`src/rtl/isa_pkg.sv`:
```
// isa_pkg: opcode/aluop encodings, instruction field positions and the decoded bundle shared by decode and trace checking.
package isa_pkg;
  localparam int RSTATUS_REG_DEF = 30;
  localparam int IMM_W_DEF = 17;
  localparam logic [4:0] OP_RTYPE = 5'b00000;
  localparam logic [4:0] OP_ADDI = 5'b00101;
  localparam logic [4:0] ALU_ADD = 5'd0;
  localparam logic [4:0] ALU_SUB = 5'd1;
  localparam logic [4:0] ALU_AND = 5'd2;
  localparam logic [4:0] ALU_OR = 5'd3;
  localparam logic [4:0] ALU_SLL = 5'd4;
  localparam logic [4:0] ALU_SRA = 5'd5;
  localparam int OPC_LSB = 27;
  localparam int RD_LSB = 22;
  localparam int RS_LSB = 17;
  localparam int RT_LSB = 12;
  localparam int SHAMT_LSB = 7;
  localparam int ALU_LSB = 2;
  localparam logic [31:0] EXC_NONE = 32'd0;
  localparam logic [31:0] EXC_ADD = 32'd1;
  localparam logic [31:0] EXC_ADDI = 32'd2;
  localparam logic [31:0] EXC_SUB = 32'd3;
  typedef struct packed {
    logic [31:0] insn;
    logic [4:0]  rd;
    logic [4:0]  rs;
    logic [4:0]  rt;
    logic [4:0]  shamt;
    logic [4:0]  aluop;
    logic [31:0] imm;
    logic        is_rtype;
    logic        use_imm;
    logic        reg_we;
    logic        illegal;
    logic [31:0] exc_code;
    logic [4:0]  exc_reg;
  } bundle_t;
  typedef enum logic [1:0] {EMPTY, ONE, TWO} skid_state_e;
endpackage

```
`src/rtl/insn_decode_stage_if.sv`:
```
// insn_decode_stage_if: fetch-side valid/ready word input and execute-side decoded bundle output.
interface insn_decode_stage_if;
  logic        in_valid;
  logic        in_ready;
  logic [31:0] in_insn;
  logic        out_valid;
  logic        out_ready;
  logic [31:0] out_insn;
  logic [4:0]  out_rd;
  logic [4:0]  out_rs;
  logic [4:0]  out_rt;
  logic [4:0]  out_shamt;
  logic [4:0]  out_aluop;
  logic [31:0] out_imm;
  logic        out_is_rtype;
  logic        out_use_imm;
  logic        out_reg_we;
  logic        out_illegal;
  logic [31:0] out_exc_code;
  logic [4:0]  out_exc_reg;
  modport master (
    output in_valid, in_insn, out_ready,
    input  in_ready, out_valid, out_insn, out_rd, out_rs, out_rt, out_shamt, out_aluop,
           out_imm, out_is_rtype, out_use_imm, out_reg_we, out_illegal, out_exc_code, out_exc_reg
  );
  modport slave (
    input  in_valid, in_insn, out_ready,
    output in_ready, out_valid, out_insn, out_rd, out_rs, out_rt, out_shamt, out_aluop,
           out_imm, out_is_rtype, out_use_imm, out_reg_we, out_illegal, out_exc_code, out_exc_reg
  );
endinterface

```
`src/rtl/insn_decoder.sv`:
```
// insn_decoder: purely combinational split of a 32-bit instruction word into the decoded bundle.
module insn_decoder
  import isa_pkg::*;
#(
  parameter int RSTATUS_REG = RSTATUS_REG_DEF,
  parameter int IMM_W = IMM_W_DEF
) (
  input  logic [31:0] insn,
  output bundle_t     dec
);
  logic [4:0] opc;
  logic [4:0] alu;
  logic       rtype;
  logic       addi;
  logic       legal;
  always_comb begin
    opc = insn[OPC_LSB +: 5];
    alu = insn[ALU_LSB +: 5];
    rtype = opc == OP_RTYPE;
    addi = opc == OP_ADDI;
    legal = addi || (rtype && alu inside {ALU_ADD, ALU_SUB, ALU_AND, ALU_OR, ALU_SLL, ALU_SRA});
    dec.insn = insn;
    dec.rd = insn[RD_LSB +: 5];
    dec.rs = insn[RS_LSB +: 5];
    dec.rt = insn[RT_LSB +: 5];
    dec.shamt = insn[SHAMT_LSB +: 5];
    dec.aluop = addi ? ALU_ADD : alu;
    dec.imm = {{(32 - IMM_W){insn[IMM_W-1]}}, insn[IMM_W-1:0]};
    dec.is_rtype = rtype;
    dec.use_imm = addi;
    dec.illegal = !legal;
    dec.reg_we = legal && dec.rd != 5'd0;
    // exc code is produced even when rd=0, since overflow still traps
    dec.exc_code = addi ? EXC_ADDI : !rtype ? EXC_NONE : alu == ALU_ADD ? EXC_ADD : alu == ALU_SUB ? EXC_SUB : EXC_NONE;
    dec.exc_reg = 5'(RSTATUS_REG);
  end
endmodule

```
`src/rtl/insn_decode_stage.sv`:
```
// insn_decode_stage: registered decode stage with a 2-entry skid buffer between fetch and execute.
module insn_decode_stage
  import isa_pkg::*;
#(
  parameter int RSTATUS_REG = RSTATUS_REG_DEF,
  parameter int IMM_W = IMM_W_DEF
) (
  input logic clock,
  input logic reset,
  input logic flush,
  insn_decode_stage_if.slave bus
);
  bundle_t     dec;
  bundle_t     head_q, head_d;
  bundle_t     tail_q, tail_d;
  skid_state_e state_q, state_d;
  logic        in_ready_q, in_ready_d;
  logic        accept;
  logic        pop;
  insn_decoder #(.RSTATUS_REG(RSTATUS_REG), .IMM_W(IMM_W)) u_dec (.insn(bus.in_insn), .dec(dec));
  always_comb begin
    accept = bus.in_valid && in_ready_q;
    pop = state_q != EMPTY && bus.out_ready;
    state_d = flush ? EMPTY
            : state_q == EMPTY ? (accept ? ONE : EMPTY)
            : state_q == ONE ? (accept && !pop ? TWO : !accept && pop ? EMPTY : ONE)
            : (pop ? ONE : TWO);
    head_d = state_q == TWO && pop ? tail_q
           : accept && (state_q == EMPTY || pop) ? dec : head_q;
    tail_d = accept && state_q == ONE && !pop ? dec : tail_q;
    // ready is registered so fetch never sees a combinational path from out_ready
    in_ready_d = state_d != TWO;
  end
  always_ff @(posedge clock or negedge reset) begin
    if (!reset) begin
      state_q <= EMPTY;
      head_q <= '0;
      tail_q <= '0;
      in_ready_q <= 1'b0;
    end else begin
      state_q <= state_d;
      head_q <= head_d;
      tail_q <= tail_d;
      in_ready_q <= in_ready_d;
    end
  end
  assign bus.in_ready = in_ready_q;
  assign bus.out_valid = state_q != EMPTY;
  assign bus.out_insn = head_q.insn;
  assign bus.out_rd = head_q.rd;
  assign bus.out_rs = head_q.rs;
  assign bus.out_rt = head_q.rt;
  assign bus.out_shamt = head_q.shamt;
  assign bus.out_aluop = head_q.aluop;
  assign bus.out_imm = head_q.imm;
  assign bus.out_is_rtype = head_q.is_rtype;
  assign bus.out_use_imm = head_q.use_imm;
  assign bus.out_reg_we = head_q.reg_we;
  assign bus.out_illegal = head_q.illegal;
  assign bus.out_exc_code = head_q.exc_code;
  assign bus.out_exc_reg = head_q.exc_reg;
endmodule

```
`src/flat_wrapper.sv`:
```
// flat-port wrapper written by rule: the top's interface ports become plain ports
module insn_decode_stage_flat import isa_pkg::*;
#(
  parameter int RSTATUS_REG = RSTATUS_REG_DEF,
  parameter int IMM_W = IMM_W_DEF
)
  (clock, reset, flush, bus_in_valid, bus_in_insn, bus_out_ready, bus_in_ready, bus_out_valid, bus_out_insn, bus_out_rd, bus_out_rs, bus_out_rt, bus_out_shamt, bus_out_aluop, bus_out_imm, bus_out_is_rtype, bus_out_use_imm, bus_out_reg_we, bus_out_illegal, bus_out_exc_code, bus_out_exc_reg);
  insn_decode_stage_if bus_i ();
  input logic clock;
  input logic reset;
  input logic flush;
  input wire logic [$bits(bus_i.in_valid)-1:0] bus_in_valid;
  input wire logic [$bits(bus_i.in_insn)-1:0] bus_in_insn;
  input wire logic [$bits(bus_i.out_ready)-1:0] bus_out_ready;
  output wire logic [$bits(bus_i.in_ready)-1:0] bus_in_ready;
  output wire logic [$bits(bus_i.out_valid)-1:0] bus_out_valid;
  output wire logic [$bits(bus_i.out_insn)-1:0] bus_out_insn;
  output wire logic [$bits(bus_i.out_rd)-1:0] bus_out_rd;
  output wire logic [$bits(bus_i.out_rs)-1:0] bus_out_rs;
  output wire logic [$bits(bus_i.out_rt)-1:0] bus_out_rt;
  output wire logic [$bits(bus_i.out_shamt)-1:0] bus_out_shamt;
  output wire logic [$bits(bus_i.out_aluop)-1:0] bus_out_aluop;
  output wire logic [$bits(bus_i.out_imm)-1:0] bus_out_imm;
  output wire logic [$bits(bus_i.out_is_rtype)-1:0] bus_out_is_rtype;
  output wire logic [$bits(bus_i.out_use_imm)-1:0] bus_out_use_imm;
  output wire logic [$bits(bus_i.out_reg_we)-1:0] bus_out_reg_we;
  output wire logic [$bits(bus_i.out_illegal)-1:0] bus_out_illegal;
  output wire logic [$bits(bus_i.out_exc_code)-1:0] bus_out_exc_code;
  output wire logic [$bits(bus_i.out_exc_reg)-1:0] bus_out_exc_reg;
  assign bus_i.in_valid = bus_in_valid;
  assign bus_i.in_insn = bus_in_insn;
  assign bus_i.out_ready = bus_out_ready;
  assign bus_in_ready = bus_i.in_ready;
  assign bus_out_valid = bus_i.out_valid;
  assign bus_out_insn = bus_i.out_insn;
  assign bus_out_rd = bus_i.out_rd;
  assign bus_out_rs = bus_i.out_rs;
  assign bus_out_rt = bus_i.out_rt;
  assign bus_out_shamt = bus_i.out_shamt;
  assign bus_out_aluop = bus_i.out_aluop;
  assign bus_out_imm = bus_i.out_imm;
  assign bus_out_is_rtype = bus_i.out_is_rtype;
  assign bus_out_use_imm = bus_i.out_use_imm;
  assign bus_out_reg_we = bus_i.out_reg_we;
  assign bus_out_illegal = bus_i.out_illegal;
  assign bus_out_exc_code = bus_i.out_exc_code;
  assign bus_out_exc_reg = bus_i.out_exc_reg;
  insn_decode_stage #(.RSTATUS_REG(RSTATUS_REG), .IMM_W(IMM_W)) u_core (.clock(clock), .reset(reset), .flush(flush), .bus(bus_i));
endmodule
```
`config.mk`:
```
export PLATFORM = sky130hd
export DESIGN_NAME = insn_decode_stage_flat
export DESIGN_NICKNAME = d
export VERILOG_FILES = /design/src/rtl/isa_pkg.sv /design/src/rtl/insn_decode_stage_if.sv /design/src/rtl/insn_decoder.sv /design/src/rtl/insn_decode_stage.sv /design/src/flat_wrapper.sv
export SDC_FILE = /design/constraint.sdc
export NUM_CORES = 1
export LEC_CHECK = 0
export BUFFER_PORTS_ARGS = -buffer_cell sky130_fd_sc_hd__buf_4
export CAP_MARGIN = 20
export CORE_UTILIZATION = 54
export CTS_CLUSTER_DIAMETER = 40
export DETAILED_ROUTE_END_ITERATION = 16
export PLACE_DENSITY = 0.86
export SKIP_CTS_REPAIR_TIMING = 1
export SYNTH_ARGS = -nofsm -noshare
export SYNTH_HDL_FRONTEND = slang
export SYNTH_SLANG_ARGS = --single-unit
```
`constraint.sdc`:
```
create_clock -name clock -period 3.1 [get_ports clock]
set_clock_uncertainty 0.15 [all_clocks]
set_input_delay 0.31 -clock clock [delete_from_list [all_inputs] [get_ports clock]]
set_output_delay 0.31 -clock clock [all_outputs]
set_load 0.01 [all_outputs]
```
==> results.json <==
{
  "worstPathMaxFanout": 48,
  "routed_wl_mm": 9.88,
  "die_h_um": 94.1,
  "antenna_found_initial": 0,
  "p_int_mw": 2.24,
  "place_ws_ns": 0.777,
  "hpwl_mm": 6.57,
  "clockRootBuffer": "clkbuf_8",
  "track_usage_pct": 23.3,
  "maxCapViolCount": 0,
  "drt_iter0_drc": 223,
  "synth_top_flop_cell": "dfrtp_1",
  "finalSetupTns_ns": 0,
  "period_share_pct": 75.5,
  "comb_power_share_pct": 28.5,
  "final_antenna_net_count": 0,
  "worstPathArrival_ns": 2.47,
  "synth_top_family_by_area": "simple AND/OR/NAND/NOR gates",
  "clkLatencyLatePin_ns": 0.35,
  "synth-simple-area-share_pct": 23.0,
  "crit_path_start": "u_core.state_q[0]",
  "row_count": 33,
  "largest_reg_flops": 44,
  "hold_path.class": "input port to flip-flop",
  "maxSlewHeadroom_pct": 36.7,
  "rr_startpoint": "u_core.state_q[0]",
  "worst_pin_slew_ns": 0.947,
  "synth-edff-count": 0,
  "wire_per_inst_um": 13.7,
  "async_flop_share_pct": 100,
  "ios": 169,
  "num-nets-final": 649,
  "ys_types": 34,
  "cellLeakagePower_nw": 2.80,
  "fmax_mhz": 427,
  "initial_utilization_pct": 55.7,
  "synthMuxAreaShare_pct": 0.328,
  "io_buffers": 137,
  "yosys.area_share.xor_xnor_pct": 0,
  "largest-register": "u_core.tail_q",
  "grt_pass1_vias": 3286,
  "violations": "negative hold slack",
  "slew_violations": 0,
  "clock_sinks": 91,
  "critPathRequiredTime_ns": 3.23,
  "timing.hold.ws_ns": -0.00304,
  "clock_path_buffers": 2,
  "p_sw_mw": 1.14,
  "syn_inst": 539,
  "yosysWarnings": 0,
  "synthAdderAreaFrac_pct": 0.273,
  "ys_ff_latch": 91,
  "via_per_inst": 5.10,
  "synth_compound_area_share_pct": 9.59,
  "h-tree-depth": 3,
  "switching_share_pct": 33.6,
  "grt-ovfl-total": 0,
  "final_cell_mix": "nand2_1, buf_4, dfrtp_1",
  "fill_cells": 681,
  "diodes": 0,
  "p_per_area_nw_per_um2": 629,
  "grt_max_degree": 80,
  "area_delta_synth_final_pct": 17.2,
  "critical_path_class": "flip-flop to flip-flop",
  "numCtsBuffers": 9,
  "power.share.sequential_pct": 49.1,
  "syn_area_per_cell_um2": 8.50,
  "crit_path_end_kind": "flip-flop",
  "layout_setup_ws_ns": 0.761,
  "drt_pass1_iterations": 4,
  "num_vias": 3677,
  "die_width_um": 94.1,
  "cts_tree": "built",
  "setup_violations": 0,
  "pwr-share-clk_pct": 22.4,
  "core_area_um2": 8220,
  "rsz0062_at_grt": "no",
  "rrSetupSlack_ns": 0.76,
  "cts.clk_slew.worst_paths_ns": 0.10,
  "mostFrequentLayoutCell": "nand2_1",
  "drive_gt1_share_pct": 27.3,
  "synth_seq_area_share_pct": 49.7,
  "worst_setup_path_start_kind": "flip-flop",
  "finalHoldViolCount": 3,
  "peakVddDrop_mv": 0.377,
  "status": "finished with violations",
  "syn-cell-area_um2": 4580,
  "gp_congestion": 0.821,
  "hp-start": "bus_in_insn[1]",
  "finalCriticalPeriod_ns": 2.34,
  "die_area_um2": 8850,
  "route.detailed.drc": 0,
  "grt_pass1_wl_mm": 15.9
}
## metrics by stage
stage	cells	area [um2]	utilization [%]	hold WS (ns)	power [mW]
finish	721	5370	65.3	-0.00304	3.37
global route	721	5370	65.3	0.000400	3.60
global placement	700	5130	62.5	0.175	2.60
detailed placement	700	5130	62.5	0.183	2.65
CTS	716	5320	64.7	-0.207	3.39
floorplan	569	4690	-	-0.136	2.31
## Yosys cell counts, types with 2 or more instances
cell        n  area (um2)
dfrtp_1    91        2280
nand2b_1    3        18.8
nand3b_1    3        22.5
buf_2       8        40.0
a31oi_1    34         213
nor2_1     44         165
or4_1       2        15.0
o21ai_0    15        75.1
or3_1       2        12.5
a21oi_1    16        80.1
clkbuf_1   19        71.3
o21ai_1     4        20.0
buf_4      87         653
or2_0       5        31.3
nand2_1   187         702
## final timing paths
check / endpoint / cells past startpoint
hold reg to reg: u_core.tail_q[51] / 2
max in group asynchronous: u_core.tail_q[124] / 3
setup reg to reg: u_core.bus.out_is_rtype / 4
hold / removal: u_core.tail_q[42] / 3
min in group asynchronous: u_core.bus.out_imm[2] / 2
setup / recovery: u_core.bus.out_is_rtype / 4
## critical path: stages (launching register included)
cell	delay, ns
dfrtp_1	0.46
o21ba_1	0.25
or2_2	0.64
or4_1	0.59
a31oi_1	0.16
## cell type report
class	instances	area, um2	share of cell area (%)
clock buffers	9	124	2.31
clock inverters	7	57.6	1.07
inverters	1	3.75	0.0699
multi-input cells	362	1650	30.8
flip-flops and latches	91	2280	42.4
well taps	105	131	2.45
repair buffers	146	1120	20.9
## routing by layer
metal  track usage (%)  wire, um  vias to the layer above
met3              2.83       604                        8
met2              40.5      5070                      156
li1                  -         -                     1757
met5                 0         0                        -
met4              8.21       103                        0
met1              29.9      4100                     1756
## cell families after synthesis
kind of cell    count (synthesis)
mux                             1
fa+ha+maj                       1
other cells                     1
simple gates                  254
flops                          91
buf+inv                       116
compound gates                 75
## power by group through the flow
stage | registers [mW] | clock network (mW) | logic (mW)
after floorplan | 1.68 | 0 | 0.628
after global placement | 1.66 | 0 | 0.941
after detailed placement | 1.68 | 0 | 0.967
after CTS | 1.66 | 0.763 | 0.971
after global routing | 1.70 | 0.823 | 1.08
final | 1.66 | 0.754 | 0.962
(Power assumes the default switching activity.)
